`src/rtl/uc_seq_if.sv`:
```
// Sequencer bus between the datapath and the uc_seq control unit.
//   run     : start/resume request (datapath/host -> sequencer)
//   Opcode  : instruction bits [15:10]
//   zero    : registered zero flag from the datapath
//   s_inc   : PC mux select, 1 = PC+1, 0 = jump address
//   s_inm   : 1 = immediate operand / register-address path
//   we, wez : register-file and zero-flag write enables
//   ALUOp   : ALU operation code
//   pc_en   : PC load enable
//   halted  : sequencer sits in the halt state
//   illegal : sticky undefined-opcode flag
interface uc_seq_if;
    logic       run;
    logic [5:0] Opcode;
    logic       zero;
    logic       s_inc;
    logic       s_inm;
    logic       we;
    logic       wez;
    logic [2:0] ALUOp;
    logic       pc_en;
    logic       halted;
    logic       illegal;

    modport master (
        output run, Opcode, zero,
        input  s_inc, s_inm, we, wez, ALUOp, pc_en, halted, illegal
    );

    modport slave (
        input  run, Opcode, zero,
        output s_inc, s_inm, we, wez, ALUOp, pc_en, halted, illegal
    );
endinterface

```
`src/rtl/uc_seq.sv`:
```
// uc_seq: microcontroller control sequencer.
// Boots for one cycle, idles until run, then decodes each instruction
// combinationally (zero-cycle latency) into datapath controls. Supports
// jumps, halt, a multi-cycle WAIT that holds the PC for 4*(nn+1) cycles,
// and a sticky flag for undefined opcodes.
// Ports:
//   clk   : system clock, rising edge
//   reset : asynchronous, active-high; returns to boot and clears counters
//   bus   : uc_seq_if.slave carrying run/Opcode/zero in, controls out
module uc_seq (
    input  logic     clk,
    input  logic     reset,
    uc_seq_if.slave  bus
);
    typedef enum logic [2:0] {
        S_BOOT = 3'd0,
        S_IDLE = 3'd1,
        S_RUN  = 3'd2,
        S_WAIT = 3'd3,
        S_HALT = 3'd4
    } state_t;

    state_t     state_q, state_d;
    logic [3:0] cnt_q, cnt_d;
    logic       illegal_q, illegal_d;

    logic       s_inc_s;
    logic       s_inm_s;
    logic       we_s;
    logic       wez_s;
    logic [2:0] alu_op_s;
    logic       pc_en_s;

    // State register, wait counter and sticky illegal flag.
    always_ff @(posedge clk or posedge reset) begin
        if (reset) begin
            state_q   <= S_BOOT;
            cnt_q     <= 4'd0;
            illegal_q <= 1'b0;
        end else begin
            state_q   <= state_d;
            cnt_q     <= cnt_d;
            illegal_q <= illegal_d;
        end
    end

    // Next-state logic and combinational instruction decode.
    always_comb begin
        state_d   = state_q;
        cnt_d     = cnt_q;
        illegal_d = illegal_q;
        s_inc_s   = 1'b1;
        s_inm_s   = 1'b0;
        we_s      = 1'b0;
        wez_s     = 1'b0;
        alu_op_s  = 3'b000;
        pc_en_s   = 1'b0;
        case (state_q)
            S_BOOT: begin
                // One cycle to cover the synchronous program-memory read.
                state_d = S_IDLE;
            end
            S_IDLE: begin
                if (bus.run) begin
                    state_d = S_RUN;
                end else begin
                    state_d = S_IDLE;
                end
            end
            S_RUN: begin
                pc_en_s = 1'b1;
                casez (bus.Opcode)
                    6'b1?????: begin
                        alu_op_s = bus.Opcode[4:2];
                        we_s     = 1'b1;
                        wez_s    = 1'b1;
                    end
                    6'b0000??: begin
                        s_inm_s = 1'b1;
                        we_s    = 1'b1;
                    end
                    6'b000100: begin
                        s_inc_s = 1'b0;
                    end
                    6'b000101: begin
                        s_inc_s = ~bus.zero;
                    end
                    6'b000110: begin
                        s_inc_s = bus.zero;
                    end
                    6'b000111: begin
                        pc_en_s = 1'b0;
                        state_d = S_HALT;
                    end
                    6'b001000: begin
                        s_inc_s = 1'b1;
                    end
                    6'b0011??: begin
                        // Decode cycle is the first hold cycle, so the
                        // counter starts at 4*(nn+1)-1 = {nn, 2'b11}.
                        pc_en_s = 1'b0;
                        cnt_d   = {bus.Opcode[1:0], 2'b11};
                        state_d = S_WAIT;
                    end
                    default: begin
                        // Undefined opcode: behaves as NOP, flag sticks.
                        illegal_d = 1'b1;
                    end
                endcase
            end
            S_WAIT: begin
                if (cnt_q == 4'd0) begin
                    pc_en_s = 1'b1;
                    state_d = S_RUN;
                end else begin
                    cnt_d = cnt_q - 4'd1;
                end
            end
            S_HALT: begin
                state_d = S_HALT;
            end
            default: begin
                state_d = S_BOOT;
            end
        endcase
    end

    assign bus.s_inc   = s_inc_s;
    assign bus.s_inm   = s_inm_s;
    assign bus.we      = we_s;
    assign bus.wez     = wez_s;
    assign bus.ALUOp   = alu_op_s;
    assign bus.pc_en   = pc_en_s;
    assign bus.halted  = (state_q == S_HALT);
    assign bus.illegal = illegal_q;
endmodule

```
`src/flat_wrapper.sv`:
```
// flat-port wrapper written by rule: the top's interface ports become plain ports
module uc_seq_flat 
  (clk, reset, bus_run, bus_Opcode, bus_zero, bus_s_inc, bus_s_inm, bus_we, bus_wez, bus_ALUOp, bus_pc_en, bus_halted, bus_illegal);
  uc_seq_if bus_i ();
  input  logic clk;
  input  logic reset;
  input wire logic [$bits(bus_i.run)-1:0] bus_run;
  input wire logic [$bits(bus_i.Opcode)-1:0] bus_Opcode;
  input wire logic [$bits(bus_i.zero)-1:0] bus_zero;
  output wire logic [$bits(bus_i.s_inc)-1:0] bus_s_inc;
  output wire logic [$bits(bus_i.s_inm)-1:0] bus_s_inm;
  output wire logic [$bits(bus_i.we)-1:0] bus_we;
  output wire logic [$bits(bus_i.wez)-1:0] bus_wez;
  output wire logic [$bits(bus_i.ALUOp)-1:0] bus_ALUOp;
  output wire logic [$bits(bus_i.pc_en)-1:0] bus_pc_en;
  output wire logic [$bits(bus_i.halted)-1:0] bus_halted;
  output wire logic [$bits(bus_i.illegal)-1:0] bus_illegal;
  assign bus_i.run = bus_run;
  assign bus_i.Opcode = bus_Opcode;
  assign bus_i.zero = bus_zero;
  assign bus_s_inc = bus_i.s_inc;
  assign bus_s_inm = bus_i.s_inm;
  assign bus_we = bus_i.we;
  assign bus_wez = bus_i.wez;
  assign bus_ALUOp = bus_i.ALUOp;
  assign bus_pc_en = bus_i.pc_en;
  assign bus_halted = bus_i.halted;
  assign bus_illegal = bus_i.illegal;
  uc_seq u_core (.clk(clk), .reset(reset), .bus(bus_i));
endmodule
```
`config.mk`:
```
export PLATFORM = sky130hd
export DESIGN_NAME = uc_seq_flat
export DESIGN_NICKNAME = d
export VERILOG_FILES = /design/src/rtl/uc_seq_if.sv /design/src/rtl/uc_seq.sv /design/src/flat_wrapper.sv
export SDC_FILE = /design/constraint.sdc
export NUM_CORES = 1
export LEC_CHECK = 0
export CORE_MARGIN = 2
export CORE_UTILIZATION = 30
export CTS_CLUSTER_DIAMETER = 60
export DETAILED_ROUTE_END_ITERATION = 16
export GPL_ROUTABILITY_DRIVEN = 0
export GPL_TIMING_DRIVEN = 0
export PLACE_DENSITY = 0.68
export SETUP_SLACK_MARGIN = 0.02
export SYNTH_ARGS = -nofsm -noshare
export SYNTH_HDL_FRONTEND = slang
export SYNTH_SLANG_ARGS = --single-unit
```
`constraint.sdc`:
```
create_clock -name clk -period 3.5 [get_ports clk]
set_clock_uncertainty 0.05 [all_clocks]
set_input_delay 0.7 -clock clk [delete_from_list [all_inputs] [get_ports clk]]
set_output_delay 0.7 -clock clk [all_outputs]
set_load 0.05 [all_outputs]
```
==> results of run 1 <==
## repair_timing
item                                    in CTS  in global routing
gates resized for setup                      1                  0
hold buffers                                 0                  0
endpoints found under the setup margin       1                  0
## worst max-delay path by stage
stage,start,to,cells past startpoint
after global routing,bus_Opcode[5],bus_we,5
after floorplan,u_core.state_q[2]$_DFFE_PP0P_,bus_we,3
after global placement,bus_Opcode[5],bus_s_inc,6
after detailed placement,bus_Opcode[5],bus_s_inc,6
final,bus_Opcode[5],bus_pc_en,6
after CTS,bus_Opcode[5],bus_pc_en,6
## final cells by class
class / instances / area [um^2] / share of cell area (%)
well taps: 17 / 21.3 / 2.79
clock buffers: 3 / 22.5 / 2.96
inverters: 4 / 15.0 / 1.97
flip-flops and latches: 8 / 200 / 26.3
multi-input cells: 50 / 314 / 41.2
repair buffers: 19 / 189 / 24.8
## routing by layer
layer | GRT usage [%] | part of all wire [%] | vias to the layer above | wire length [um]
met1 | 17.7 | 45 | 243 | 581
met5 | 0 | 0 | - | 0
li1 | - | - | 272 | -
met2 | 20.6 | 46 | 17 | 590
met4 | 8.57 | 3.4 | 0 | 44
met3 | 2.78 | 5.9 | 5 | 76
## flip-flops by register name (all words and copies together) (netlist names)
register	flops
u_core.state_q	3
u_core.bus.illegal	1
u_core.cnt_q	4
## cells by family (layout without fill, tap and decap cells)
family	Yosys count	after routing	synth area share, %
compound gates	18	18	22.5
fa+ha+maj	1	1	2.39
buf+inv	4	26	2.87
flops	8	8	38.3
mux	1	1	1.91
simple gates	30	30	32.1
## cells in the mapped netlist, types with 2 or more instances
library cell	instances
nor2_1	9
dfrtp_1	8
o21ai_0	6
inv_1	4
nand2_1	4
a21oi_1	3
and3_1	3
nor3b_1	3
a211o_1	2
a22oi_1	2
nand2b_1	2
o31ai_1	2
## through the flow
| step | power (mW) | area [um^2] |
|---|---|---|
| finish | 0.572 | 762 |
| global route | 0.614 | 762 |
| CTS | 0.575 | 762 |
| detailed placement | 0.496 | 741 |
| global placement | 0.490 | 741 |
| floorplan | 0.400 | 529 |
## report_power, final
part	leakage [nW]	total [mW]	switching, mW	internal (mW)
Combinational	0.215	0.335	0.205	0.129
Clock	0.0138	0.0777	0.0380	0.0397
Sequential	0.0920	0.159	0.0311	0.128
Total	0.321	0.572	0.274	0.297
## worst reg2reg max path: stages, from the launching register on
cell and delay (ns):
dfrtp_1 0.38, inv_1 0.09, ha_1 0.19, nor3b_1 0.34, a2bb2oi_1 0.45, o21ai_0 0.17
o21ai_0 0.10
==> results.md, run 1 <==
* Die Wd at about 46 um
* Pwr Density at roughly 750 nW/um^2
* Unrepaired setup endpoints after global routing: false
* Lkg Pwr at 0.321 nW
* Post-synth top flop: dfrtp_1
* CTS tree: built
* Crit path top cell by count: clkdlybuf4s50_1
* Worst-Skew Late Latency at 0.27 ns
* Yosys warns at 0
* Commonest non-fill, non-tap cell in the layout: clkdlybuf4s50_1
* Seq/Total Area, Yosys at 38.3%
* Clock Root Buffer: clkbuf_4
* Initial Utilization at 31.0%
* Final hold slack at around 0.42 ns
* Setup crit start kind: input pin
* Worst path max stage delay at around 0.85 ns
* Reg2reg start: u_core.cnt_q[0]$_DFFE_PP0P_
* Syn-to-layout area delta at 45.7%
* Pre-CTS setup slack at -0.000572 ns
* Post-synth EDFFs at 0
* Synth cell types at 26
* Area contributors post-synth: dfrtp_1, nor2_1, o21ai_0, nor3b_1, and3_1
* Final wirelength at about 1300 um
* Sink Count at 8
* Critical path class: in -> out
* Commonest cells after routing, fill and taps aside: clkdlybuf4s50_1, nor2_1, dfrtp_1
* Synthesized cell area at around 520 um^2
* CP Data Required Time at roughly 2.8 ns
* Period utilisation layout at between 90% and 100%
* Crit-path leading delay family: buffers and inverters
* Worst vdd ir at between 0.4 and 0.5 mV
* Syn_area_per_cell at approximately 8.4 um^2
* #FFs+latches synth at 8
* Initial DRC count at 13
* Clock Path Buffers at 2
* Ys async rst share at 100%
* Hold Path Stages at 1
* CTS clk-pin slew, worst paths at roughly 0.06 ns
* Antenna Cells at 0
* Die Span Y at 45.8 um
* DRC at 0
* Reg-to-Reg End: u_core.cnt_q[2]$_DFFE_PP0P_
* Via count at approximately 540
* Slew HR at between 60 and 70%
* DRT antenna net count at 0
* Hold Path End: u_core.bus.illegal$_DFFE_PP0P_
* Max-slew violations at 0
* Initial antenna violation count at 0
* Status: complete, no violations
* Crit end category: output port
* Actual slew at the worst max-slew pin at between 0.5 and 0.6 ns
* Post-Place Cells at between 90 and 100
* Gr ovfl total at 0
* Critical Path AT at 2.52 ns
* Vias in the first global route at roughly 460
* Pin count of the biggest net entering global routing at 11
* HP Class: reg -> reg
* Reg2reg setup slack at around 1.7 ns
* CTS Buf Count at 3
* CORE AREA at 1690 um^2
* # IOs at 20
* Cell Count, Final, Fillers Out at slightly above 100
* CP Buf/Inv Count at 2
* Max-Cap Viols at 0
* Final #Nets at 97
* Die area at around 2100 um^2
* Final setup viols at 0
* Critical Path, Cell by Cell: clkdlybuf4s50_1, nor2_1, nand2_1, o21ai_0, o31ai_1, clkdlybuf4s50_1
* Fillers at between 150 and 200
* Detailed placement HPWL at around 950 um
* Achievable Freq at roughly 0.31 GHz
* Drt wl/cell at between 10 and 15 um
* Syn_nets at between 70 and 80
* Port Buf Inserts at 19
* Cell taking the most area after synthesis: dfrtp_1
* H-Tree Level Count at 1
* Count of final hold-check violations at 0
* Setup repair bufs after CTS at 0
* Util after Layout at between 40% and 50%
* Final TNS setup at 0 ns
* Crit path max-delay cell type: clkdlybuf4s50_1
* Pre-antenna DRT Iters at 4
* Critical path fanouts, max at 7
* Worst R2R Path Depth at 6
* FP Rows at 15
* Setup WS post-layout at about 0.23 ns
* Synth top area share at 38.3%
* Cells after synthesis at just over 60
* Global-route wire length before repair at slightly below 2000 um
* Share of layout cells above drive strength 1 at approximately 4.8%
* Vias per cell at 5.32
* Min Tclk post-route at approximately 3.3 ns
* GRT Overall Usage at roughly 14%
* Hold Path Origin: u_core.bus.illegal$_DFFE_PP0P_
Note: power is estimated with default switching activity, not from simulation.
==> run 2: changes to the inputs <==
- REMOVE_ABC_BUFFERS: unset -> 1
==> run 2 against run 1 <==
  * Cell count unchanged
  * Via count stayed put
  * Critical path depth down 1
  * Register-to-register slack got worse by 0.08 ns
  * Critical endpoint is now bus_we
==> results.md, run 2 (synthesis gave the netlist of run 1 again) <==
* Die area at 2090 um^2 (unchanged)
* Pwr Density at 743 nW/um^2 (-0.96%)
* Initial antenna violation count at 0 (unchanged)
* Placed inst area at 734 um^2 (-0.84%)
* Max-Cap Viols at 0 (unchanged)
* CTS clk-pin slew, worst paths at 0.05 ns (about the same)
* CORE AREA at 1690 um^2 (unchanged)
* Reg area at 200 um^2 (unchanged)
* Initial DRC count at 14 (+1)
* CTS tree: built
* Slew HR at 64.1% (+0.68 points)
* Footprint of the multi-input gates at 308 um^2 (-2.0%)
* DRT antenna net count at 0 (unchanged)
* CTS Buf Count at 3 (unchanged)
* Final setup viols at 0 (unchanged)
* Commonest non-fill, non-tap cell in the layout: clkdlybuf4s50_1
* Pre-antenna DRT Iters at 4 (unchanged)
* Final instance area at 756 um^2 (-0.82%)
* Share of layout cells above drive strength 1 at 3.57% (-1.2 points)
* Hold Buf Count CTS at 0 (unchanged)
* Count of final hold-check violations at 0 (unchanged)
* Worst-Skew Late Latency at 0.25 ns (-0.02 ns)
* Min Tclk post-route at 3.34 ns (+0.0741 ns)
* Global-route wire length before repair at 2120 um (+6.6%)
* Gr ovfl total at 0 (unchanged)
* Drt wl/cell at 12.3 um (-4.0%)
* Detailed placement HPWL at 957 um (+1.2%)
* Actual slew at the worst max-slew pin at 0.537 ns (-0.0111 ns)
* Die Wd at 45.8 um (unchanged)
* Fillers at 169 (-2.3%)
* Vias in the first global route at 497 (+8.5%)
* Setup crit start kind: input pin
* # IOs at 20 (unchanged)
* Final wirelength at 1240 um (-4.0%)
* Sink Count at 8 (unchanged)
* Max reg flops at 4 (unchanged)
* Syn-to-layout area delta at 44.5%
* H-Tree Level Count at 1 (unchanged)
* Crit end category: output port
* Critical Path AT at 2.59 ns (+0.07 ns)
* Biggest register: u_core.cnt_q
* GRT Overall Usage at 14.4% (+0.76 points)
* Util after Layout at 44.7% (-0.37 points)
* Achievable Freq at 0.299 GHz (-2.2%)
* Vias per cell at 5.32 (unchanged)
* Period utilisation layout at 95.6% (+2.1 points)
* Clock Root Buffer: clkbuf_4
* Worst vdd ir at 0.455 mV (-2.7%)
* Die Span Y at 45.8 um (unchanged)
* Lkg Pwr at 0.320 nW (-0.24%)
* Initial Utilization at 31.0% (unchanged)
* Port Buf Inserts at 19 (unchanged)
* Status: complete, no violations
* Commonest cells after routing, fill and taps aside: clkdlybuf4s50_1, nor2_1, dfrtp_1
* Max-slew violations at 0 (unchanged)
* Final #Nets at 97 (unchanged)
* Via count at 537 (unchanged)
* Critical path class: in -> out
* Setup repair bufs after CTS at 0 (unchanged)
* FP Rows at 15 (unchanged)
* Clock Path Buffers at 2 (unchanged)
* Antenna Cells at 0 (unchanged)
* CP Data Required Time at 2.75 ns (about the same)
* Unrepaired setup endpoints after global routing: false
* Critical path fanouts, max at 7 (unchanged)
* DRC at 0 (unchanged)
* Pin count of the biggest net entering global routing at 11 (unchanged)
* HP Class: reg -> reg
[run 2: cell count changes in the layout (fill, tap and decap cells not counted)]
cell	before	now
nor4b_1	0	1
nor4b_2	1	0
[run 2: repair_timing]
item | CTS | global route
endpoints found under the setup margin | 1 | 0
hold endpoints to repair | 0 | 0
gates resized for setup | 1 | 0
[run 2: report_power, final]
group | internal, mW | switching (mW)
clock network | 0.0390 | 0.0285
logic | 0.129 | 0.205
registers | 0.128 | 0.0321
[run 2: final timing paths]
| path | to | slack (ns) | cells past startpoint | start |
|---|---|---|---|---|
| min in group asynchronous | u_core.cnt_q[1]$_DFFE_PP0P_ | 0.65 | 2 | reset |
| min reg2reg | u_core.bus.illegal$_DFFE_PP0P_ | 0.42 | 1 | u_core.bus.illegal$_DFFE_PP0P_ |
| max reg2reg | u_core.cnt_q[2]$_DFFE_PP0P_ | 1.58 | 6 | u_core.cnt_q[0]$_DFFE_PP0P_ |
| max in group asynchronous | u_core.cnt_q[0]$_DFFE_PP0P_ | 2.52 | 2 | reset |
| max | bus_we | 0.16 | 5 | bus_Opcode[5] |
| min | u_core.bus.illegal$_DFFE_PP0P_ | 0.42 | 1 | u_core.bus.illegal$_DFFE_PP0P_ |
[run 2: worst max-delay path: stages]
cell	delay, ns
clkdlybuf4s50_1	0.49
nor2_1	0.16
nor4b_1	0.30
or2_1	0.15
clkdlybuf4s50_1	0.79
[run 2: through the flow]
stage	hold WS, ns	instances	setup TNS (ns)	power (mW)	setup slack [ns]
CTS	0.424	101	0	0.569	0.139
global route	0.452	101	0	0.613	0.0804
global placement	0.411	98	-0.00987	0.488	-0.00987
floorplan	0.458	62	-0.272	0.398	-0.272
detailed placement	0.411	98	0	0.497	0.0107
finish	0.422	101	0	0.561	0.156
[run 2: per-layer routing]
| layer | GRT usage [%] | wire length (um) |
|---|---|---|
| met1 | 18.8 | 575 |
| met2 | 20.8 | 550 |
| met3 | 3.17 | 97 |
| met4 | 10.3 | 16 |
| met5 | 0 | 0 |
[run 2: cell type report]
type / instances / share of cell area [%]
Multi-Input combinational cell: 50 / 40.7
Sequential cell: 8 / 26.5
Timing Repair Buffer: 19 / 25.0
Inverter: 4 / 1.99
Tap cell: 17 / 2.81
Clock buffer: 3 / 2.98
